<file path="config.mk">
export PLATFORM = sky130hd
export DESIGN_NAME = timer_bus_arbiter
export DESIGN_NICKNAME = d
export VERILOG_FILES = /design/src/rtl/timer_bus_arbiter_pkg.sv /design/src/rtl/timer_bus_arbiter_rr_picker.sv /design/src/rtl/timer_bus_arbiter.sv
export SDC_FILE = /design/constraint.sdc
export NUM_CORES = 1
export LEC_CHECK = 0
export CORE_MARGIN = 2
export CORE_UTILIZATION = 40
export DETAILED_ROUTE_END_ITERATION = 8
export PLACE_DENSITY = 0.84
export SLEW_MARGIN = 20
export SYNTH_ARGS = -nofsm -noshare
export SYNTH_HDL_FRONTEND = slang
export SYNTH_SLANG_ARGS = --single-unit
</file>
<file path="constraint.sdc">
create_clock -name clk -period 4.2 [get_ports clk]
set_clock_uncertainty 0.2 [all_clocks]
set_input_delay 0.63 -clock clk [delete_from_list [all_inputs] [get_ports clk]]
set_output_delay 0.63 -clock clk [all_outputs]
set_load 0.05 [all_outputs]
</file>
<file path="src/rtl/timer_bus_arbiter_pkg.sv">
// Shared types and defaults for the machine-timer bus arbiter: FSM state encoding,
// the latched request bundle and parameter defaults.
package timer_bus_arbiter_pkg;

  typedef enum logic [1:0] {
    IDLE,
    ISSUE,
    WAIT,
    RESP
  } tarb_state_t;

  typedef struct packed {
    logic        instr;
    logic [31:0] addr;
    logic [31:0] wdata;
    logic [3:0]  wstrb;
  } tarb_req_t;

  localparam int TARB_NREQ_DEFAULT    = 2;
  localparam int TARB_TIMEOUT_DEFAULT = 15;
  // Wide enough for the largest allowed TIMEOUT (255).
  localparam int TARB_CNT_W           = 8;

endpackage

</file>
<file path="src/rtl/timer_bus_arbiter_rr_picker.sv">
// Combinational round-robin priority encoder: returns the first set request bit
// found searching upward from ptr, wrapping past NREQ-1 back to 0.
module timer_bus_arbiter_rr_picker #(
  parameter int NREQ  = 2,
  parameter int IDX_W = (NREQ > 1) ? $clog2(NREQ) : 1
) (
  input  logic [NREQ-1:0]  req,
  input  logic [IDX_W-1:0] ptr,
  output logic [IDX_W-1:0] grant,
  output logic             any
);

  logic [IDX_W-1:0] idx;

  always_comb begin
    // NOTE: every signal written here gets a default first, so no latch is inferred.
    grant = '0;
    any   = 1'b0;
    idx   = '0;
    for (int i = 0; i < NREQ; i++) begin
      idx = IDX_W'((int'(ptr) + i) % NREQ);
      if (!any && req[idx]) begin
        any   = 1'b1;
        grant = idx;
      end
    end
  end

endmodule

</file>
<file path="src/rtl/timer_bus_arbiter.sv">
// Shares the machine-timer register port between NREQ requesters: round-robin grant,
// one transaction in flight, one-cycle timer_valid pulse, timeout answers with err=1.
module timer_bus_arbiter
  import timer_bus_arbiter_pkg::*;
#(
  parameter int NREQ    = TARB_NREQ_DEFAULT,
  parameter int TIMEOUT = TARB_TIMEOUT_DEFAULT
) (
  input  logic              clk,
  input  logic              rst,
  input  logic [NREQ-1:0]   req_valid,
  input  logic [NREQ-1:0]   req_instr,
  input  logic [NREQ*32-1:0] req_addr,
  input  logic [NREQ*32-1:0] req_wdata,
  input  logic [NREQ*4-1:0] req_wstrb,
  output logic [31:0]       req_rdata,
  output logic [NREQ-1:0]   req_ready,
  output logic              req_err,
  output logic              timer_valid,
  output logic              timer_instr,
  output logic [31:0]       timer_addr,
  output logic [31:0]       timer_wdata,
  output logic [3:0]        timer_wstrb,
  input  logic [31:0]       timer_rdata,
  input  logic              timer_ready
);

  localparam int                    IDX_W    = (NREQ > 1) ? $clog2(NREQ) : 1;
  localparam logic [IDX_W-1:0]      LAST_IDX = IDX_W'(NREQ - 1);
  localparam logic [TARB_CNT_W-1:0] CNT_LAST = TARB_CNT_W'(TIMEOUT - 1);

  tarb_state_t           state_q, state_d;
  logic [IDX_W-1:0]      ptr_q, ptr_d;
  logic [IDX_W-1:0]      grant_q, grant_d;
  tarb_req_t             fields_q, fields_d;
  logic [TARB_CNT_W-1:0] cnt_q, cnt_d;
  logic [31:0]           rdata_q, rdata_d;
  logic                  err_q, err_d;

  logic [IDX_W-1:0]      pick_idx;
  logic                  pick_any;
  tarb_req_t             pick_fields;

  timer_bus_arbiter_rr_picker #(
    .NREQ  (NREQ),
    .IDX_W (IDX_W)
  ) u_picker (
    .req   (req_valid),
    .ptr   (ptr_q),
    .grant (pick_idx),
    .any   (pick_any)
  );

  // Request bundle of the requester the picker would grant this cycle.
  always_comb begin
    pick_fields = '0;
    for (int i = 0; i < NREQ; i++) begin
      if (pick_idx == IDX_W'(i)) begin
        pick_fields.instr = req_instr[i];
        pick_fields.addr  = req_addr[i*32 +: 32];
        pick_fields.wdata = req_wdata[i*32 +: 32];
        pick_fields.wstrb = req_wstrb[i*4 +: 4];
      end
    end
  end

  always_ff @(posedge clk) begin
    // NOTE: non-blocking assignments, so every flop updates from pre-edge values.
    if (!rst) begin
      state_q  <= IDLE;
      ptr_q    <= '0;
      grant_q  <= '0;
      fields_q <= '0;
      cnt_q    <= '0;
      rdata_q  <= '0;
      err_q    <= 1'b0;
    end else begin
      state_q  <= state_d;
      ptr_q    <= ptr_d;
      grant_q  <= grant_d;
      fields_q <= fields_d;
      cnt_q    <= cnt_d;
      rdata_q  <= rdata_d;
      err_q    <= err_d;
    end
  end

  // A timer_ready arriving on the final wait cycle still beats the timeout.
  always_comb begin
    state_d = state_q;
    case (state_q)
      IDLE:    if (pick_any) state_d = ISSUE;
      ISSUE:   state_d = WAIT;
      WAIT:    if (timer_ready || (cnt_q == CNT_LAST)) state_d = RESP;
      RESP:    state_d = IDLE;
      default: state_d = IDLE;
    endcase
  end

  always_comb begin
    ptr_d    = ptr_q;
    grant_d  = grant_q;
    fields_d = fields_q;
    cnt_d    = cnt_q;
    rdata_d  = rdata_q;
    err_d    = err_q;
    case (state_q)
      IDLE: begin
        if (pick_any) begin
          grant_d  = pick_idx;
          fields_d = pick_fields;
        end
      end
      ISSUE: cnt_d = '0;
      WAIT: begin
        if (timer_ready) begin
          rdata_d = timer_rdata;
          err_d   = 1'b0;
        end else if (cnt_q == CNT_LAST) begin
          rdata_d = '0;
          err_d   = 1'b1;
        end else begin
          cnt_d = cnt_q + 1'b1;
        end
      end
      RESP: ptr_d = (grant_q == LAST_IDX) ? '0 : grant_q + 1'b1;
      default: ;
    endcase
  end

  always_comb begin
    timer_valid = (state_q == ISSUE);
    req_ready   = '0;
    if (state_q == RESP) req_ready[grant_q] = 1'b1;
  end

  // Timer-side fields come from the latched bundle, never from live requester inputs.
  assign timer_instr = fields_q.instr;
  assign timer_addr  = fields_q.addr;
  assign timer_wdata = fields_q.wdata;
  assign timer_wstrb = fields_q.wstrb;
  assign req_rdata   = rdata_q;
  assign req_err     = err_q;

endmodule

</file>
Word level (Yosys, flattened, before mapping)
Cells that the tools add are included.
- multipliers: 0
- mux-type cells: 23
- $lt $le $gt $ge: 4
- bitwise gates (word level): 0
- equality and inequality tests: 8
- reduce and logical (&&, ||, !) cells: 11
- shift-type cells: 0
- divide/modulo/power cells: 0
- $add $sub $neg: 3
- operators with widths (kind ; number):
    $mux 69 ; 1
    $mux 32 ; 2
    $mux 8 ; 2
    $pmux 8 s2 ; 1
    $mux 1 ; 12
    $add 8x1->8 const B ; 1
    $eq 8x4->1 const B ; 1
    $ne 2x2->1 const B ; 4
    $pmux 2 s4 ; 1
    $lt 1x2->1 const B ; 3
    $mux 2 ; 3
    $reduce_and 2->1 ; 3
    $eq 2x2->1 const B ; 2
    $reduce_bool 2->1 ; 2
    $reduce_and 3->1 ; 1
    $add 1x1->1 const B ; 2
    $eq 2x1->1 const B ; 1
    $logic_and 1x1->1 ; 2
    $logic_not 2->1 ; 1
    $demux 1 s1 ; 1
    $ge 1x1->1 const B ; 1
    $logic_not 1->1 ; 1
    $logic_or 1x1->1 ; 1
- bits in registers: 114
- bits in read-only memories: 0
- word-level logic and storage cells: 59
- bits in writable memories: 0
- memories kept: 0
- input bits: 175
- output and inout port bits: 105
- bits in latches: 0

Depth between registers and ports, before layout
Gate-level depths: netlist of run 1.
- depth after elaboration: 8
- depth in mapped cells: 8
- gate-level depth less buffers: 6

Modules after synthesis
Synthesis of run 1 repeated with hierarchy kept, for this count alone.
- cells, all modules: 473
- area total of the unflattened synthesis: 4745.8 sq um
- by module, submodules not included (module ; area an instance (sq um) ; times used ; cells an instance ; sequential area each (sq um)):
    timer_bus_arbiter ; 4728.3 ; 1 ; 470 ; 2282.2
    timer_bus_arbiter_rr_picker ; 17.5 ; 1 ; 3 ; 0.0

Least setup slack after synthesis of run 1
OpenSTA, ideal clock, no wires.
- kind: flip-flop to output port
- start: reg state_q[1]
- end: out req_ready[0]
- path slack: 2154 ps
- required time: 3370 ps
- buffers on the path: 0
- data arrival time: 1216 ps
- stages on the path, launching flop included: 4
- path through: dfxtp_1 ha_1 inv_1 nor2_1
- longest elaborated chain between the ends: 2
- RTL lines (item ; line ; source):
    start: declaration ; timer_bus_arbiter.sv:32 ; tarb_state_t state_q, state_d;
    start signal: assignment ; timer_bus_arbiter.sv:78 ; state_q <= state_d;
    $eq 2x2->1 ; timer_bus_arbiter.sv:134 ; if (state_q == RESP) req_ready[grant_q] = 1'b1;
    $mux 2 ; timer_bus_arbiter.sv:134 ;
    end: declaration ; timer_bus_arbiter.sv:17 ; output logic [NREQ-1:0] req_ready,
No other way between the ends.

Worst setup path in the final report of run 1
Ends and elaborated chain as after synthesis.

==> run_results.csv, run 1 <==
group,metric,value,unit
cts,post_cts_hold_buffer_count,0,
worst_setup_path,worst_setup_path_end_kind,"output pin",
placed_design,detailedPlacementHpwl,11.3,mm
logic_synthesis,ys_seq_elements,114,
cells_and_area,drive_above_1_share,6.38,%
routing,via_count,4696,
cells_and_area,mostFrequentLayoutCells,"clkdlybuf4s50_1, dfxtp_1, nor2_1",
cts,cts_tree,"built",
power_and_ir_drop,leakagePower,3.41,nW
sta,final.hold.worst_slack,0.272,ns
routing,detail_route.vias_per_cell,5.22,
floorplan,initial_utilization,40.6,%
floorplan,design.die.area,12900,um^2
worst_setup_path,worst_path_largest_cell_delay,0.83,ns
power_and_ir_drop,p_total,0.00556,W
cts,clock-root-buffer,"clkbuf_16",
routing,detailedRoute.firstIterationViolations,184,
cts,clk_transition_reported_paths,0.05,ns
sta,worst_pin_slew,0.827,ns
worst_setup_path,r2r_start,"cnt_q[0]",
cells_and_area,fillerInstances,869,
job,maximum_capacitance_violations,0,
cts,tritoncts_num_sinks,114,
floorplan,num_io_pins,280,
hold_path,min_from,"req_rdata[26]",
worst_setup_path,crit_path_start_kind,"flop",
worst_setup_path,cp_slowest_cell,"clkdlybuf4s50_1",
worst_setup_path,timing.critical_path.cells,"ha_1 -> inv_1 -> nor2_1 -> clkdlybuf4s50_1",
logic_synthesis,postSynthNetCount,656,
floorplan,die_width,114,um
worst_setup_path,setup.worst_path.class,"flop to output pin",
sta,grt_setup_unrepaired,"no",
cells_and_area,final_net_count,921,
floorplan,chipHeight,114,um
logic_synthesis,netlist-cell-type-count,41,
cts,h-tree-depth,4,
cts,clock_path_buffers,2,
grt,grt_use_met2,42.1,%
sta,maxSlewViolCount,0,
sta,achievable-frequency,357,MHz
cts,insertion_delay,0.40,ns
logic_synthesis,synthDominantCellAreaShare,47.4,%
grt,globalRoute.totalOverflow,0,
floorplan,fp-row-count,40,
grt,largest_net_degree_at_the_start_of_global_routing,79,
floorplan,core_region_area,11900,um^2
grt,track_usage,22.9,%
cts,postCtsResizedCells,0,
worst_setup_path,critical-path-top-delay-family,"buffers and inverters",
grt,global_route.usage.met3,7.23,%
sta,fin_crit_sh,66.7,%
sta,totalNegativeSetupSlack,0,ns
routing,totalWireLength,15.0,mm
worst_setup_path,cp_data_required_time,3.37,ns
logic_synthesis,ys_seq_area_share,47.4,%
grt,grt_antenna_before_repair,0,
cells_and_area,syn2layout_area_growth,72.4,%
sta,finalSetupViolCount,0,
logic_synthesis,postSynth.asyncResetShare,0,%
routing,drc_errors,0,
routing,postRouteAntennaNets,0,
worst_setup_path,critPathBufInv,2,
grt,global_route_wire_length_before_repair,23.5,mm
grt,grt_most_used_layer,"met2",
logic_synthesis,yosys_warnings,0,
cts,cts.repair_timing.setup_buffer_count,0,
worst_setup_path,largest_fanout_on_the_critical_path,4,
sta,clock_period_minus_final_worst_setup_slack,2.80,ns
logic_synthesis,top_ff_cell_synth,"dfxtp_1",
status,outcome,"complete, no violations",
worst_setup_path,timing.critical_path.from,"state_q[1]",
grt,grt_pass1_vias,4857,
worst_setup_path,critPathArrivalTime,1.97,ns
logic_synthesis,synthesis.area,4810,um^2
routing,drt_pass1_iterations,4,
sta,slew-limit-headroom,44.7,%
logic_synthesis,ranking_of_synthesized_cells_by_area,"dfxtp_1, mux2i_1, a211oi_1",
cells_and_area,num_antenna_cells,0,
logic_synthesis,synthDominantAreaCellType,"dfxtp_1",
hold_path,min_path_type,"flop to flop",
cts,cts_inserted_buffers,17,
power_and_ir_drop,worst_ir_drop_vdd,0.000346,V
routing,routed_wire_length_per_instance,16.7,um
placed_design,numPortBuffers,279,
logic_synthesis,synth_cells,474,
sta,timing.final.hold_violations,0,
placed_design,finalWeightedCongestion,0.876,
grt,gr-usage-met1,23.7,%
logic_synthesis,synthesis.area_per_instance,10.2,um^2
logic_synthesis,synth-edff-count,0,
power_and_ir_drop,power_density,671,nW/um^2
cells_and_area,mostFrequentLayoutCell,"clkdlybuf4s50_1",
==> cell families (layout without fill, tap and decap cells) <==
kind of cell	after synthesis	in the layout	synth area share (%)
buffers and inverters	50	328	5.28
and+or+nand+nor	110	110	10.2
muxes	71	71	14.8
DFF	114	114	47.4
AOI/OAI and AO/OA	122	122	20.5
adders and majority gates	7	7	1.82
==> through the flow <==
stage	util, %	instance area (um^2)	std cells	setup WS [ns]
final	69.9	8300	899	1.40
after global routing	69.9	8300	899	1.33
after CTS	69.9	8300	899	1.37
after detailed placement	64.7	7670	867	1.26
after global placement	64.7	7670	867	1.40
after floorplan	-	4810	474	2.15
==> synth_stat cells, types with 2 or more instances <==
cell type / count
dfxtp_1: 114
nor2_1: 76
mux2i_1: 71
a211oi_1: 69
a22o_1: 32
clkbuf_1: 22
inv_1: 9
nand2_1: 9
buf_2: 8
buf_4: 7
ha_1: 7
nand3_1: 7
buf_6: 4
nand4_1: 4
o31ai_1: 3
a21boi_0: 2
a21oi_1: 2
and3_1: 2
o2111ai_1: 2
o21ai_0: 2
o22ai_1: 2
==> worst paths after layout <==
check,cells past startpoint,to,slack (ns)
setup / recovery,4,req_ready[0],1.40
hold reg to reg,1,req_rdata[26],0.27
hold / removal,1,req_rdata[26],0.27
setup reg to reg,5,req_rdata[2],1.96
==> cell type report <==
cell class / count / area [um^2] / share of cell area [%]
Multi-Input combinational cell: 310 / 2300 / 27.7
Sequential cell: 114 / 2280 / 27.5
Tap cell: 147 / 184 / 2.22
Inverter: 9 / 33.8 / 0.407
Timing Repair Buffer: 287 / 2880 / 34.7
Clock inverter: 10 / 156 / 1.89
Clock buffer: 22 / 464 / 5.60
==> routing by layer <==
metal / vias to the layer above / share of wire [%] / wire length [um]
met2: 234 / 52 / 7720
met3: 31 / 9.0 / 1350
met4: 0 / 2.3 / 344
met1: 2142 / 37 / 5570
li1: 2289 / - / -
met5: - / 0 / 0
==> sequential cells by signal (all words and copies together), names as in the netlist <==
register,cells
grant_q,1
timer_wdata,32
req_err,1
cnt_q,8
timer_instr,1
timer_wstrb,4
ptr_q,1
timer_addr,32
req_rdata,32
state_q,2
==> power breakdown <==
group / internal, W / leakage (nW) / switching (W)
registers: 0.00136 / 0.938 / 0.000148
clock network: 0.00102 / 0.304 / 0.000479
logic: 0.000893 / 2.17 / 0.00166
total: 0.00328 / 3.41 / 0.00229
No activity file was read; power rests on OpenSTA's default activity.
==> run 2: changes to the inputs <==
--- a/config.mk
+++ b/config.mk
@@ -6,9 +6,9 @@
 export NUM_CORES = 1
 export LEC_CHECK = 0
 export CORE_MARGIN = 2
-export CORE_UTILIZATION = 40
+export CORE_UTILIZATION = 38
 export DETAILED_ROUTE_END_ITERATION = 8
-export PLACE_DENSITY = 0.84
+export PLACE_DENSITY = 0.81
 export SLEW_MARGIN = 20
 export SYNTH_ARGS = -nofsm -noshare
 export SYNTH_HDL_FRONTEND = slang
==> constraint.sdc (replaced) <==
create_clock -name clk -period 2.75 [get_ports clk]
set_clock_uncertainty 0.2 [all_clocks]
set_input_delay 0.4125 -clock clk [delete_from_list [all_inputs] [get_ports clk]]
set_output_delay 0.4125 -clock clk [all_outputs]
set_load 0.05 [all_outputs]
==> run 2 against run 1 <==
Effect of this change: cell area is 0.62% higher; highest routed layer unchanged; register-to-register slack worse by 1.2 ns; clock power is 41% higher; worst hold slack worse by 0.0027 ns; utilization is 3.0 points lower; wire length is 4.1% higher; sequential share of layout area is 0.17 points lower; via count is 0.51% lower.
==> run_results.csv, run 2 (synthesized netlist as in run 1, its figures left out) <==
group,metric,value,unit
worst_setup_path,setup.worst_path.class,"flop to output pin",
worst_setup_path,largest_fanout_on_the_critical_path,4,
floorplan,design.die.area,13600,um^2
placed_design,detailedPlacementHpwl,11.7,mm
power_and_ir_drop,leakagePower,3.43,nW
floorplan,core_region_area,12500,um^2
cells_and_area,mostFrequentLayoutCell,"clkdlybuf4s50_1",
sta,slew-limit-headroom,58.3,%
worst_setup_path,worst_setup_path_end_kind,"output pin",
cts,h-tree-depth,4,
worst_setup_path,worstReg2RegEnd,"req_rdata[18]",
cells_and_area,mostFrequentLayoutCells,"clkdlybuf4s50_1, dfxtp_1, nor2_1",
cells_and_area,drive_above_1_share,6.88,%
routing,via_count,4672,
sta,finalSetupViolCount,0,
power_and_ir_drop,power_density,1010,nW/um^2
placed_design,numPortBuffers,279,
cells_and_area,syn2layout_area_growth,73.5,%
cts,clock-root-buffer,"clkbuf_16",
worst_setup_path,r2r_slack,0.76,ns
cells_and_area,final_net_count,926,
cts,tritoncts_num_sinks,114,
routing,detailedRoute.firstIterationViolations,157,
sta,grt_setup_unrepaired,"no",
floorplan,initial_utilization,38.6,%
sta,timing.final.hold_violations,0,
worst_setup_path,crit_path_start_kind,"flop",
floorplan,num_io_pins,280,
sta,maxSlewViolCount,0,
hold_path,whs_endpoint,"req_rdata[2]",
grt,global_route_wire_length_before_repair,23.0,mm
status,outcome,"complete, no violations",
cts,cts_tree,"built",
cts,cts_inserted_buffers,17,
floorplan,chipHeight,117,um
grt,grt_antenna_before_repair,0,
routing,routed_wire_length_per_instance,16.8,um
job,maximum_capacitance_violations,0,
routing,totalWireLength,15.6,mm
floorplan,die_width,117,um
cts,insertion_delay,0.41,ns
sta,clock_period_minus_final_worst_setup_slack,2.63,ns
grt,largest_net_degree_at_the_start_of_global_routing,61,
hold_path,min_path_type,"flop to flop",
cts,post_cts_hold_buffer_count,0,
hold_path,min_from,"req_rdata[2]",
sta,totalNegativeSetupSlack,0,ns
floorplan,fp-row-count,41,
routing,postRouteAntennaNets,0,
worst_setup_path,critPathArrivalTime,2.02,ns
sta,achievable-frequency,380,MHz
worst_setup_path,cp_data_required_time,2.14,ns
worst_setup_path,timing.critical_path.from,"state_q[1]",
placed_design,finalWeightedCongestion,0.866,
cts,clock_path_buffers,2,
grt,globalRoute.totalOverflow,0,
cts,clk_transition_reported_paths,0.05,ns
power_and_ir_drop,worst_ir_drop_vdd,0.000601,V
worst_setup_path,r2r_cells,6,
cells_and_area,layout.core_utilization,67.0,%
routing,drt_pass1_iterations,4,
hold_path,hold-path-cell-count,1,
sta,fin_crit_sh,95.6,%
routing,detail_route.vias_per_cell,5.03,
cts,postCtsResizedCells,0,
worst_setup_path,r2r_start,"state_q[0]",
cells_and_area,num_antenna_cells,0,
grt,grt_pass1_vias,4624,
routing,drc_errors,0,
sta,worst_pin_slew,0.623,ns
cts,cts.repair_timing.setup_buffer_count,0,
grt,track_usage,22.2,%
[run 2: worst max path at each step]
stage                            to  slack (ns)  cells past startpoint
floorplan              req_ready[0]        0.92                      3
global placement    timer_wdata[10]        0.43                      6
detailed placement   timer_wstrb[0]        0.33                      6
CTS                    req_ready[0]        0.12                      4
global route           req_ready[0]        0.05                      4
finish                 req_ready[0]        0.12                      4
[run 2: per-layer routing]
metal  vias to the layer above  track usage, %  wire [um]
met1                      2143            23.6       5930
met3                        28            7.11       1290
met4                         0            10.1        347
met5                         -               0          0
li1                       2285               -          -
met2                       216            40.2       8030
[run 2: where the power goes]
part	leakage [nW]	switching [W]	internal, W
Clock	0.289	0.000710	0.00140
Sequential	0.938	0.000229	0.00208
Combinational	2.20	0.00257	0.00142
[run 2: final cells by class]
cell class | instances | area (um^2)
multi-input combinational | 310 | 2300
inverter | 9 | 33.8
timing repair buffer | 292 | 2940
fill | 946 | 4120
clock buffer | 27 | 533
sequential | 114 | 2280
tap | 172 | 215
clock inverter | 4 | 45.0
[run 2: stage by stage]
| stage | hold slack [ns] | std cells | power [W] | area [um^2] | setup WS [ns] |
|---|---|---|---|---|---|
| finish | 0.269 | 928 | 0.00841 | 8350 | 0.121 |
| global route | 0.283 | 928 | 0.00879 | 8350 | 0.0540 |
| CTS | 0.273 | 928 | 0.00847 | 8350 | 0.115 |
| detailed placement | 0.256 | 897 | 0.00631 | 7770 | 0.326 |
| global placement | 0.256 | 897 | 0.00623 | 7770 | 0.428 |
| floorplan | 0.251 | 474 | 0.00490 | 4810 | 0.922 |
[run 2: critical path, cell delays in order, from the launching register on]
cell and delay, ns:
dfxtp_1 0.38, ha_1 0.19, inv_1 0.07, nor2_1 0.13
clkdlybuf4s50_1 0.84
==> run 3: changes to the inputs <==
--- a/config.mk
+++ b/config.mk
@@ -8,8 +8,11 @@
 export CORE_MARGIN = 2
 export CORE_UTILIZATION = 38
 export DETAILED_ROUTE_END_ITERATION = 8
+export MAX_ROUTING_LAYER = met4
 export PLACE_DENSITY = 0.81
+export SKIP_CTS_REPAIR_TIMING = 1
 export SLEW_MARGIN = 20
 export SYNTH_ARGS = -nofsm -noshare
 export SYNTH_HDL_FRONTEND = slang
 export SYNTH_SLANG_ARGS = --single-unit
+export TNS_END_PERCENT = 10
==> run 3 against run 2 <==
Effect of this change: the run now fails in detailed routing (5_2_route); global-route usage grew 0.69 points; synthesized cell count did not move; area after synthesis is the same.
==> run_results.csv, run 3 <==
group,metric,value,unit
status,outcome,"did not finish",
status,stop_stage,"detailed routing (5_2_route)",
status,error_message,"[ERROR DRT-0255] Maze Route cannot find path of net clk in worker of routeBox ( 96600 0 ) ( 116530 48300 ).",
logic_synthesis,postSynth.asyncResetShare,0,%
grt,track_usage,22.9,%
logic_synthesis,synth.most_common_cell,"dfxtp_1",
grt,largest_net_degree_at_the_start_of_global_routing,61,
logic_synthesis,netlist-cell-type-count,41,
placed_design,numPortBuffers,279,
logic_synthesis,synth.top_cells.by_count,"dfxtp_1, nor2_1, mux2i_1",
logic_synthesis,yosys_warnings,0,
cts,clock-root-buffer,"clkbuf_16",
floorplan,initial_utilization,38.6,%
cts,cts_inserted_buffers,17,
grt,grt_antenna_before_repair,0,
logic_synthesis,synthDominantAreaCellType,"dfxtp_1",
cts,clock_path_buffers,2,
floorplan,fp-row-count,41,
logic_synthesis,top_ff_cell_synth,"dfxtp_1",
cts,tritoncts_num_sinks,114,
floorplan,num_io_pins,280,
placed_design,finalWeightedCongestion,0.880,
grt,grt_pass1_vias,4622,
logic_synthesis,postSynthNetCount,656,
placed_design,dpl_cell_area,7770,um^2
logic_synthesis,synth_cells,474,
logic_synthesis,synthDominantCellAreaShare,47.4,%
grt,global_route_wire_length_before_repair,22.9,mm
logic_synthesis,synthesis.area_per_instance,10.2,um^2
floorplan,die_width,117,um
logic_synthesis,ranking_of_synthesized_cells_by_area,"dfxtp_1, mux2i_1, a211oi_1",
grt,globalRoute.totalOverflow,0,
cts,h-tree-depth,4,
logic_synthesis,synthesis.area,4810,um^2
logic_synthesis,ys_seq_elements,114,
placed_design,detailedPlacementHpwl,11.7,mm
logic_synthesis,synth-edff-count,0,
logic_synthesis,ys_seq_area_share,47.4,%
floorplan,chipHeight,117,um
## run 3: cell counts after synthesis
No cell type changed its count.
## run 3: logic make-up after synthesis
logic type	share of synthesized area, %
muxes	14.8
buffers and inverters	5.28
DFF	47.4
AOI/OAI and AO/OA	20.5
and+or+nand+nor	10.2
adders and majority gates	1.82
## run 3: routing by layer
metal / global-route usage [%]
met5: -
met4: 10.1
met3: 6.23
met2: 40.2
met1: 24.2
## run 3: metrics by stage
step           std cells  setup slack (ns)
2_1_floorplan        474             0.922
3_3_place_gp         897             0.428
3_5_place_dp         897             0.326
4_1_cts              928             0.115
5_1_grt              928            0.0540
==> run 4: changes to the inputs <==
--- a/config.mk
+++ b/config.mk
@@ -6,10 +6,9 @@
 export NUM_CORES = 1
 export LEC_CHECK = 0
 export CORE_MARGIN = 2
-export CORE_UTILIZATION = 38
+export CORE_UTILIZATION = 25
 export DETAILED_ROUTE_END_ITERATION = 8
-export MAX_ROUTING_LAYER = met4
-export PLACE_DENSITY = 0.81
+export PLACE_DENSITY_LB_ADDON = 0.15
 export SKIP_CTS_REPAIR_TIMING = 1
 export SLEW_MARGIN = 20
 export SYNTH_ARGS = -nofsm -noshare
==> run 4 against run 3 <==
Effect of this change: the flow now finishes without violations; global-route usage shrank 7.3 points.
==> run_results.csv, run 4 (synthesized netlist as in run 1, its figures left out) <==
group,metric,value,unit
cells_and_area,num_antenna_cells,0,
sta,totalNegativeSetupSlack,0,ns
power_and_ir_drop,worst_ir_drop_vdd,0.000433,V
floorplan,chipHeight,143,um
cells_and_area,mostFrequentLayoutCells,"clkdlybuf4s50_1, dfxtp_1, nor2_1",
routing,via_count,4542,
placed_design,place_ws,0.349,ns
sta,slew-limit-headroom,61.8,%
cts,clock-root-buffer,"clkbuf_16",
cells_and_area,instances_no_fill,987,
sta,fin_crit_sh,92.2,%
grt,track_usage,15.6,%
floorplan,design.die.area,20400,um^2
floorplan,initial_utilization,25.6,%
status,outcome,"complete, no violations",
grt,largest_net_degree_at_the_start_of_global_routing,103,
grt,globalRoute.totalOverflow,0,
power_and_ir_drop,leakagePower,3.44,nW
cells_and_area,drive_above_1_share,6.91,%
sta,grt_setup_unrepaired,"no",
routing,detailedRoute.firstIterationViolations,192,
sta,worst_pin_slew,0.573,ns
worst_setup_path,crit_cells,4,
cells_and_area,layout.cell_area.non_filler,8440,um^2
sta,maxSlewViolCount,0,
routing,postRouteAntennaNets,0,
placed_design,detailedPlacementHpwl,11.7,mm
worst_setup_path,r2r_cells,6,
floorplan,num_io_pins,280,
cts,h-tree-depth,4,
floorplan,core_region_area,18800,um^2
cts,cts_inserted_buffers,17,
floorplan,die_width,143,um
cts,clock_path_buffers,2,
job,maximum_capacitance_violations,0,
cells_and_area,mostFrequentLayoutCell,"clkdlybuf4s50_1",
placed_design,placedCellCount,955,
worst_setup_path,critPathBufInv,2,
worst_setup_path,crit_path_start_kind,"flop",
placed_design,dpl_cell_area,7790,um^2
routing,drt_pass1_iterations,4,
worst_setup_path,worst_setup_path_end_kind,"output pin",
cells_and_area,final_net_count,922,
worst_setup_path,r2r_slack,0.78,ns
cts,cts_tree,"built",
worst_setup_path,endpoint,"req_ready[1]",
worst_setup_path,critical-path-top-delay-family,"buffers and inverters",
worst_setup_path,setup.worst_path.class,"flop to output pin",
floorplan,fp-row-count,50,
sta,finalSetupViolCount,0,
worst_setup_path,critPathArrivalTime,1.92,ns
routing,detail_route.vias_per_cell,4.60,
worst_setup_path,largest_fanout_on_the_critical_path,4,
routing,totalWireLength,16.0,mm
worst_setup_path,worstReg2RegEnd,"req_rdata[20]",
hold_path,min_path_type,"flop to flop",
routing,drc_errors,0,
sta,final.hold.worst_slack,0.271,ns
worst_setup_path,worst_path_largest_cell_delay,0.82,ns
worst_setup_path,timing.critical_path.from,"state_q[1]",
routing,routed_wire_length_per_instance,16.2,um
grt,global_route_wire_length_before_repair,24.4,mm
cts,tritoncts_num_sinks,114,
worst_setup_path,cp_slowest_cell,"clkdlybuf4s50_1",
sta,clock_period_minus_final_worst_setup_slack,2.54,ns
sta,timing.final.hold_violations,0,
placed_design,numPortBuffers,279,
placed_design,finalWeightedCongestion,0.799,
worst_setup_path,r2r_start,"state_q[0]",
sta,setup_slack,0.213,ns
cts,clk_transition_reported_paths,0.06,ns
worst_setup_path,cp_data_required_time,2.14,ns
power_and_ir_drop,power_density,1020,nW/um^2
sta,achievable-frequency,394,MHz
grt,grt_antenna_before_repair,0,
grt,grt_pass1_vias,4618,
worst_setup_path,timing.critical_path.cells,"ha_1 -> inv_1 -> nor2_1 -> clkdlybuf4s50_1",
cts,insertion_delay,0.41,ns
cells_and_area,syn2layout_area_growth,75.4,%
## run 4: worst min-delay path by stage
| stage | cells after the start | slack [ns] | from | to |
|---|---|---|---|---|
| 6_report | 1 | 0.27 | req_rdata[13] | req_rdata[13] |
| 5_1_grt | 1 | 0.29 | req_rdata[3] | req_rdata[3] |
| 4_1_cts | 1 | 0.27 | req_rdata[28] | req_rdata[28] |
| 3_5_place_dp | 1 | 0.26 | req_rdata[9] | req_rdata[9] |
| 3_3_place_gp | 1 | 0.26 | req_rdata[15] | req_rdata[15] |
| 2_1_floorplan | 2 | 0.25 | ptr_q | ptr_q |
## run 4: cell type report
cell class,count,area (um^2)
Clock buffer,20,467
Clock inverter,12,179
Tap cell,234,293
Multi-Input combinational cell,310,2300
Timing Repair Buffer,288,2890
Sequential cell,114,2280
Inverter,9,33.8
Fill cell,1790,10300
## run 4: where the power goes
part | internal (W) | switching, W | total [W]
registers | 0.00208 | 0.000231 | 0.00231
logic | 0.00138 | 0.00253 | 0.00391
clock network | 0.00159 | 0.000810 | 0.00240
total | 0.00505 | 0.00357 | 0.00862
## run 4: metal layers
metal	track usage [%]	part of all wire [%]	up-vias
met5	0	0	-
met4	5.78	1.9	0
met3	8.38	11	20
met2	25.7	47	215
met1	17.0	39	2027
li1	-	-	2280
## run 4: worst reg2reg max path, cell delays in order, from the launching register on
cell and delay (ns):
dfxtp_1 0.33, inv_1 0.12, ha_1 0.44, nand2_1 0.18, nor2_2 0.10, buf_4 0.32, a22o_1 0.22
## run 4: per-stage QoR
stage | total power, W | util [%]
floorplan | 0.00490 | -
global placement | 0.00624 | 41.5
detailed placement | 0.00628 | 41.5
CTS | 0.00874 | 45.0
global route | 0.00908 | 45.0
finish | 0.00862 | 45.0
